--- src/rtl/ysyx_23060072_pc_fetch.sv ---
// ---------------------------------------------------------------------------
// ysyx_23060072_pc_fetch
//   Instruction fetch stage: issues word-aligned fetch requests to
//   instruction memory (at most one outstanding), captures the returned
//   word in a one-entry buffer and presents it to decode. A redirect
//   restarts fetch at a new target and drops any in-flight instruction.
//
// Ports
//   clk, rst_n          clock (rising edge), async active-low reset
//   req_valid_o/_addr_o fetch request to memory, address word-aligned
//   req_ready_i         memory accepts request
//   rsp_valid_i/_data_i returned instruction word (no back-pressure)
//   if_valid_o/_pc_o/_instr_o  instruction presented to decode
//   if_ready_i          decode accepts instruction
//   redirect_i/_pc_i    one-cycle redirect pulse and target (bits [1:0] ignored)
// ---------------------------------------------------------------------------
module ysyx_23060072_pc_fetch #(
  parameter logic [31:0] RESET_PC = 32'h8000_0000
) (
  input  logic        clk,
  input  logic        rst_n,
  output logic        req_valid_o,
  output logic [31:0] req_addr_o,
  input  logic        req_ready_i,
  input  logic        rsp_valid_i,
  input  logic [31:0] rsp_data_i,
  output logic        if_valid_o,
  output logic [31:0] if_pc_o,
  output logic [31:0] if_instr_o,
  input  logic        if_ready_i,
  input  logic        redirect_i,
  input  logic [31:0] redirect_pc_i
);

  typedef enum logic {
    S_REQ,
    S_WAIT
  } state_t;

  state_t      r_state;
  logic [31:0] r_fetch_pc;
  logic [31:0] r_pend_pc;
  logic        r_kill;
  logic        r_buf_valid;
  logic [31:0] r_buf_pc;
  logic [31:0] r_buf_instr;

  logic        w_out_fire;
  logic        w_req_fire;
  logic        w_rsp_take;
  logic [31:0] w_redirect_pc;
  logic        w_unused;

  // Low target bits are dropped so every fetch stays word-aligned.
  assign w_redirect_pc = {redirect_pc_i[31:2], 2'b00};
  assign w_unused      = ^redirect_pc_i[1:0];

  assign w_out_fire  = r_buf_valid & if_ready_i;
  // A new request is only issued if its result has somewhere to land:
  // the buffer is empty, or it is being drained this very cycle.
  assign req_valid_o = (r_state == S_REQ) & (~r_buf_valid | w_out_fire);
  assign req_addr_o  = r_fetch_pc;
  assign w_req_fire  = req_valid_o & req_ready_i;
  // Responses are only meaningful while a request is outstanding.
  assign w_rsp_take  = (r_state == S_WAIT) & rsp_valid_i;

  assign if_valid_o  = r_buf_valid;
  assign if_pc_o     = r_buf_pc;
  assign if_instr_o  = r_buf_instr;

  always_ff @(posedge clk or negedge rst_n) begin
    if (!rst_n) begin
      r_state     <= S_REQ;
      r_fetch_pc  <= RESET_PC;
      r_pend_pc   <= '0;
      r_kill      <= 1'b0;
      r_buf_valid <= 1'b0;
      r_buf_pc    <= '0;
      r_buf_instr <= '0;
    end else begin
      if (redirect_i) begin
        r_fetch_pc <= w_redirect_pc;
      end else if (w_req_fire) begin
        r_fetch_pc <= r_fetch_pc + 32'd4;
      end

      if (w_req_fire) begin
        r_pend_pc <= r_fetch_pc;
      end

      // A request accepted in the redirect cycle belongs to the old
      // path; it still has to complete, but is marked killed.
      if (r_state == S_REQ) begin
        if (w_req_fire) begin
          r_state <= S_WAIT;
          r_kill  <= redirect_i;
        end
      end else begin
        if (rsp_valid_i) begin
          r_state <= S_REQ;
          r_kill  <= 1'b0;
        end else if (redirect_i) begin
          r_kill  <= 1'b1;
        end
      end

      // Redirect wins over both a fresh load and a drain.
      if (redirect_i) begin
        r_buf_valid <= 1'b0;
      end else if (w_rsp_take && !r_kill) begin
        r_buf_valid <= 1'b1;
        r_buf_pc    <= r_pend_pc;
        r_buf_instr <= rsp_data_i;
      end else if (w_out_fire) begin
        r_buf_valid <= 1'b0;
      end
    end
  end

endmodule

--- config.mk ---
export PLATFORM = sky130hd
export DESIGN_NAME = ysyx_23060072_pc_fetch
export DESIGN_NICKNAME = d
export VERILOG_FILES = /design/src/rtl/ysyx_23060072_pc_fetch.sv
export SDC_FILE = /design/constraint.sdc
export NUM_CORES = 1
export LEC_CHECK = 0
export CELL_PAD_IN_SITES_DETAIL_PLACEMENT = 1
export CELL_PAD_IN_SITES_GLOBAL_PLACEMENT = 2
export CORE_MARGIN = 10
export CORE_UTILIZATION = 42
export DETAILED_ROUTE_END_ITERATION = 10
export DONT_BUFFER_PORTS = 1
export PLACE_DENSITY_LB_ADDON = 0.1
export SLEW_MARGIN = 20
export SYNTH_ARGS = -nofsm -noshare
export SYNTH_HDL_FRONTEND = slang
export SYNTH_SLANG_ARGS = --single-unit
--- constraint.sdc ---
create_clock -name clk -period 2.8 [get_ports clk]
set_input_delay 0.42 -clock clk [delete_from_list [all_inputs] [get_ports clk]]
set_output_delay 0.42 -clock clk [all_outputs]
set_load 0.03 [all_outputs]
==> results of run 1 <==
==> logic make-up after synthesis <==
group,after synthesis,share of synthesized area
AO/OA/AOI/OAI,35,0.0344
multiplexers,65,0.138
adder cells (fa/ha/maj),1,0.00237
flip-flops,125,0.593
other,1,0.000710
AND/OR/NAND/NOR,182,0.156
XOR/XNOR,28,0.0465
buffers and inverters,33,0.0292
==> through the flow <==
step                hold slack (ns)  worst slack [ns]  cell area [sq um]
global route                 -0.324             0.366               6080
global placement              0.129             0.598               5500
CTS                          -0.320             0.532               6080
floorplan                     0.124             0.866               5290
detailed placement            0.128             0.549               5500
finish                       -0.297             0.572               6080
==> power breakdown <==
group,switching (mW),internal [mW]
sequential,1.39,2.40
combinational,0.368,0.467
clock,0.785,1.35
total,2.54,4.21
==> metal layers <==
metal / wire (microns) / GRT usage / part of all wire / up-vias
met5: 0 / 0 / 0 / -
met4: 197 / 0.0649 / 0.015 / 0
met3: 1430 / 0.0804 / 0.11 / 13
met2: 6530 / 0.251 / 0.48 / 114
met1: 5320 / 0.176 / 0.39 / 1723
li1: - / - / - / 1596
==> synth_stat cells (all sizes together), types with 2 or more instances <==
| cell | instances | area (sq um) |
|---|---|---|
| xnor2 | 20 | 175 |
| nand4 | 11 | 75.1 |
| nor2 | 7 | 26.3 |
| buf | 16 | 90.1 |
| nor2b | 2 | 12.5 |
| nand3 | 7 | 40.0 |
| inv | 4 | 15.0 |
| and4 | 3 | 26.3 |
| mux2 | 64 | 721 |
| and3 | 5 | 36.3 |
| clkbuf | 13 | 48.8 |
| dfrtp | 124 | 3100 |
| nor3 | 7 | 35.0 |
| nand2 | 125 | 469 |
| o21ai | 31 | 155 |
| xor2 | 8 | 70.1 |
| or3 | 2 | 17.5 |
| nor4 | 10 | 62.6 |
==> area by class of cell <==
cell class,instances,area share
multi-input combinational,315,0.331
timing repair buffer,16,0.0218
inverter,4,0.00247
sequential,125,0.515
clock inverter,11,0.0191
tap,168,0.0346
clock buffer,21,0.0758
==> how the worst max path moves through the flow <==
| stage | to | slack (ns) | depth (start not counted) |
|---|---|---|---|
| detailed placement | req_addr_o[22]$_DFFE_PN0P_ | 0.55 | 5 |
| floorplan | req_addr_o[22]$_DFFE_PN0P_ | 0.87 | 7 |
| global placement | req_addr_o[22]$_DFFE_PN0P_ | 0.60 | 5 |
| finish | req_addr_o[22]$_DFFE_PN0P_ | 0.57 | 5 |
| global route | req_addr_o[22]$_DFFE_PN0P_ | 0.37 | 6 |
| CTS | req_addr_o[22]$_DFFE_PN0P_ | 0.53 | 5 |
==> state kept, by name, indices dropped and copies added (netlist names) <==
signal	flops
req_addr_o	30
if_instr_o	32
if_pc_o	30
r_pend_pc	30
r_state	1
if_valid_o	1
r_kill	1
==> worst reg2reg max path: stages (launching register included) <==
cell,delay [ns]
dfrtp_1,0.61
and3_1,0.43
nand2_1,0.27
nor4_1,0.42
xor2_1,0.11
mux2_2,0.27
==> timing repair <==
item | CTS | global route
hold endpoints to repair | 125 | 125
setup endpoints to repair | 0 | 0
setup buffers | 0 | 0
==> key figures, run 1 <==
Finish
  • Multi-input gate area: 2010 sq um
  • Share of the core filled with cells: 0.500
  • Commonest non-fill, non-tap cells in the layout: 125 x nand2_1, 124 x dfrtp_1, 64 x mux2_2
  • N_diodes: 0
  • Commonest non-fill, non-tap cell in the layout: nand2_1
  • Fillers: 1304
  • Share of cells above drive strength 1: 0.236
  • Sequential cell area: 3130 sq um
  • Layout area overhead: 15.1%
  • # nets final: 550
  • Final non-filler cell total: 660

Placement
  • Placed cells: 628
  • Port buffer count: 0
  • DP Wirelength: 9.49 mm
  • GPL Wtd Cong: 0.697

Power
  • Tot Pwr: 6.76 mW
  • Power per standard cell area: 1110 nW/um^2
  • Maximum VDD drop: 0.436 mV
  • Leak Pwr: 2.69 nW

Die
  • DIE WIDTH: 132 microns
  • Row Count: 40
  • Initial core utilization: 0.434
  • Die Y: 132 microns
  • I/O pin cnt: 168
  • Core area: 12200 sq um
  • Die area: 17500 sq um

Yosys
  • Mapped Avg Cell Area: 11.2 sq um
  • Synth cell types: 35
  • Seq/Total Area, Yosys: 0.593
  • Synth warn: 0
  • Mapped cell area: 5280 sq um
  • Synth Instances: 470
  • Ys async rst share: 1.00
  • EDFF count, synth: 0
  • Flops & latches, synth: 125
  • Top_reg_cell synth: dfrtp_1

GRT
  • Gr ovfl total: 0
  • Largest net degree at the start of global routing: 126
  • Antenna violations before repair: 0
  • First-pass GRT wire length: 21.8 mm
  • Vias in the first global route: 3810
  • Overall routing resource usage: 0.158

Setup path
  • FF-to-FF setup slack: 0.57 ns
  • Worst Path Required: 3.10 ns
  • Crit path from: req_addr_o[8]$_DFFE_PN0P_
  • CP Class: register to register
  • Worst-path maximum fanout: 8
  • Reg-to-Reg End: req_addr_o[22]$_DFFE_PN0P_
  • Worst Setup End Kind: register
  • Reg2reg start: req_addr_o[8]$_DFFE_PN0P_
  • Worst Reg-to-Reg Cells: 5
  • CP peak stage delay: 0.61 ns
  • Crit path max-delay cell type: dfrtp_1
  • Critical path arrival: 2.53 ns
  • Crit path buf inv count: 0
  • Delay-heaviest family, CP: simple AND/OR/NAND/NOR gates
  • CP startpoint kind: register
  • Critical-path cell list: and3_1, nand2_1, nor4_1, xor2_1, mux2_2

Timing
  • Slew Limit Headroom: 0.585
  • FMAX: 0.449 GHz
  • Slew Viols, Final: 0
  • Final Hold Viols: 125
  • Worst Tran Pin Value: 0.620 ns
  • RSZ-0062 raised after global routing: no
  • Final setup violation count: 0
  • Final critical-path share of the clock period: 0.796
  • Fin Clk Skew: 0.00582 ns
  • Hold_ws: -0.297 ns
  • Total negative slack: 0 ns
  • Fin crit period: 2.23 ns

Routing
  • Vias per inst: 5.22
  • DR vias: 3446
  • Post-route DRC: 0
  • Routed len/inst: 20.4 microns
  • Pre-Repair DR Iteration Count: 4
  • Post-route ant nets: 0
  • Final WL: 13.5 mm
  • Initial DRC Count: 123

Clock network
  • H-tree depth: 4
  • Clock buffer depth: 2
  • TritonCTS Buffers: 17
  • Root Buffer: clkbuf_16
  • CTS tree: done
  • Clock transition at path regs: 0.06 ns
  • Later-pin clock latency in the skew report: 0.41 ns
  • Post_cts resized: 0
  • CTS Sinks: 125

Hold path
  • Type of the most critical hold path: input pin to async pin

Status
  • Failing checks: negative hold slack
  • Outcome: finished, violations left

Job
  • Maxcap violations: 0
No activity file was read; power rests on OpenSTA's default activity.
==> run 2, diff against run 1 <==
--- a/config.mk
+++ b/config.mk
@@ -8,7 +8,7 @@
 export CELL_PAD_IN_SITES_DETAIL_PLACEMENT = 1
 export CELL_PAD_IN_SITES_GLOBAL_PLACEMENT = 2
 export CORE_MARGIN = 10
-export CORE_UTILIZATION = 42
+export CORE_UTILIZATION = 39
 export DETAILED_ROUTE_END_ITERATION = 10
 export DONT_BUFFER_PORTS = 1
 export PLACE_DENSITY_LB_ADDON = 0.1
==> constraint.sdc (replaced) <==
create_clock -name clk -period 2.2 [get_ports clk]
set_input_delay 0.33 -clock clk [delete_from_list [all_inputs] [get_ports clk]]
set_output_delay 0.33 -clock clk [all_outputs]
set_load 0.03 [all_outputs]
==> run 2 against run 1 <==
  * The run still ends with negative hold slack left
  * Via count up 2.9%
  * Register-to-register slack lost 0.28 ns
  * Utilization fell by 2.7 points
  * First-iteration DRC count up 8.9%
  * Sequential share of layout area decreased by 1.5 points
  * Clock power increased by 22%
  * Clock-buffer cell count up 3
==> key figures, run 2 (synthesized netlist as in run 1, its figures left out) <==
Status
  • Outcome: finished, violations left
  • Failing checks: negative hold slack

GRT
  • Overall routing resource usage: 0.155
  • Gr ovfl total: 0
  • First-pass GRT wire length: 22.2 mm
  • Vias in the first global route: 3860
  • Antenna violations before repair: 1
  • Largest net degree at the start of global routing: 126

Setup path
  • Crit path buf inv count: 0
  • Worst Setup End Kind: register
  • Delay-heaviest family, CP: simple AND/OR/NAND/NOR gates
  • Critical-path cell list: and3_1, nand2_1, nor4_1, xor2_1, mux2_2
  • Worst-path maximum fanout: 8
  • Crit path max-delay cell type: nor4_1
  • CP peak stage delay: 0.46 ns
  • CP startpoint kind: register
  • Critical path arrival: 2.21 ns
  • Worst Path Required: 2.50 ns
  • CP Class: register to register

Timing
  • Slew Limit Headroom: 0.627
  • Final critical-path share of the clock period: 0.868
  • Hold_ws: -0.388 ns
  • Worst Tran Pin Value: 0.559 ns
  • FMAX: 0.524 GHz
  • Fin Clk Skew: 0.00927 ns
  • Total negative slack: 0 ns
  • Slew Viols, Final: 0
  • Final Hold Viols: 125
  • Final setup violation count: 0
  • RSZ-0062 raised after global routing: no
  • Fin crit period: 1.91 ns

Clock network
  • TritonCTS Buffers: 17
  • Post_cts resized: 0
  • Clock transition at path regs: 0.06 ns
  • Later-pin clock latency in the skew report: 0.41 ns
  • Root Buffer: clkbuf_16
  • CTS tree: done
  • Post-CTS setup buffers: 0
  • Hold buffer count at CTS: 1
  • Clock buffer depth: 2
  • CTS Sinks: 125
  • H-tree depth: 4

Routing
  • Post-route DRC: 0
  • Pre-Repair DR Iteration Count: 4
  • Routed len/inst: 20.4 microns
  • Initial DRC Count: 134
  • Final WL: 14.1 mm
  • DR vias: 3545
  • Vias per inst: 5.14
  • Post-route ant nets: 0

Die
  • Die area: 18600 sq um
  • DIE WIDTH: 136 microns
  • Core area: 13200 sq um
  • Row Count: 42
  • I/O pin cnt: 168
  • Initial core utilization: 0.399
  • Die Y: 136 microns

Finish
  • Largest register FFs: 32
  • Share of cells above drive strength 1: 0.263
  • Layout area overhead: 18.5%
  • Commonest non-fill, non-tap cells in the layout: 125 x nand2_1, 124 x dfrtp_1, 64 x mux2_2
  • # nets final: 573
  • Multi-input gate area: 2010 sq um
  • Commonest non-fill, non-tap cell in the layout: nand2_1
  • Sequential cell area: 3130 sq um
  • Cell area after layout: 6250 sq um
  • Fillers: 1414

Job
  • Maxcap violations: 0

Power
  • Leak Pwr: 2.80 nW
  • Power per standard cell area: 1370 nW/um^2
  • Maximum VDD drop: 0.465 mV

Placement
  • Area after DPL: 5690 sq um
  • DP Wirelength: 10.2 mm
  • Port buffer count: 0
  • GPL Wtd Cong: 0.743

Hold path
  • Type of the most critical hold path: input pin to async pin
[run 2: cell types whose count changed in the layout (fill, tap and decap cells not counted), sizes merged]
cell	before	now
diode	0	1
buf	16	38
clkinvlp	3	1
dlygate4sd3	0	1
clkbuf	21	24
clkinv	5	4
bufinv	2	1
inv	5	4
[run 2: layer usage]
metal  GRT usage  up-vias  wire length (microns)
li1            -     1643                      -
met1       0.174     1765                   5480
met4      0.0633        0                    234
met5           0        -                      0
met3      0.0764       17                   1580
met2       0.248      120                   6780
[run 2: final cells by class]
class                      instances  share of cell area
antenna                            1            0.000400
clock buffer                      24              0.0786
clock inverter                     6             0.00980
inverter                           4             0.00240
multi-input combinational        315               0.322
sequential                       125               0.500
tap                              176              0.0352
timing repair buffer              39              0.0512
[run 2: path summary, 6_finish.rpt]
check | depth (start not counted) | start | endpoint | slack, ns
setup / recovery | 5 | req_addr_o[8]$_DFFE_PN0P_ | req_addr_o[22]$_DFFE_PN0P_ | 0.29
hold / removal | 0 | rst_n | if_instr_o[8]$_DFFE_PN0P_ | -0.39
setup reg to reg | 5 | req_addr_o[8]$_DFFE_PN0P_ | req_addr_o[22]$_DFFE_PN0P_ | 0.29
hold reg to reg | 2 | r_pend_pc[12]$_DFFE_PN0P_ | r_pend_pc[12]$_DFFE_PN0P_ | 0.47
max in group asynchronous | 0 | rst_n | req_addr_o[31]$_DFFE_PN1P_ | 2.24
min in group clk | 1 | rsp_valid_i | r_kill$_DFFE_PN0P_ | 0.02
[run 2: through the flow]
step / instances / setup WS [ns] / hold slack [ns] / utilization / power, mW
after global placement: 658 / 0.332 / 0.0386 / 0.430 / 5.97
after floorplan: 473 / 0.266 / 0.0344 / - / 5.57
after CTS: 689 / 0.253 / -0.405 / 0.472 / 8.74
after detailed placement: 658 / 0.249 / 0.0385 / 0.430 / 6.08
final: 690 / 0.290 / -0.388 / 0.472 / 8.56
after global routing: 689 / 0.126 / -0.411 / 0.472 / 9.04
[run 2: worst reg2reg max path: stages (launching register included)]
cell	delay [ns]
dfrtp_1	0.35
and3_1	0.33
nand2_1	0.28
nor4_1	0.46
xor2_1	0.12
mux2_2	0.28
[run 2: where the power goes]
group	leakage, nW	switching [mW]	internal [mW]
clock network	0.272	0.948	1.65
registers	1.54	1.68	3.06
logic	0.991	0.582	0.649
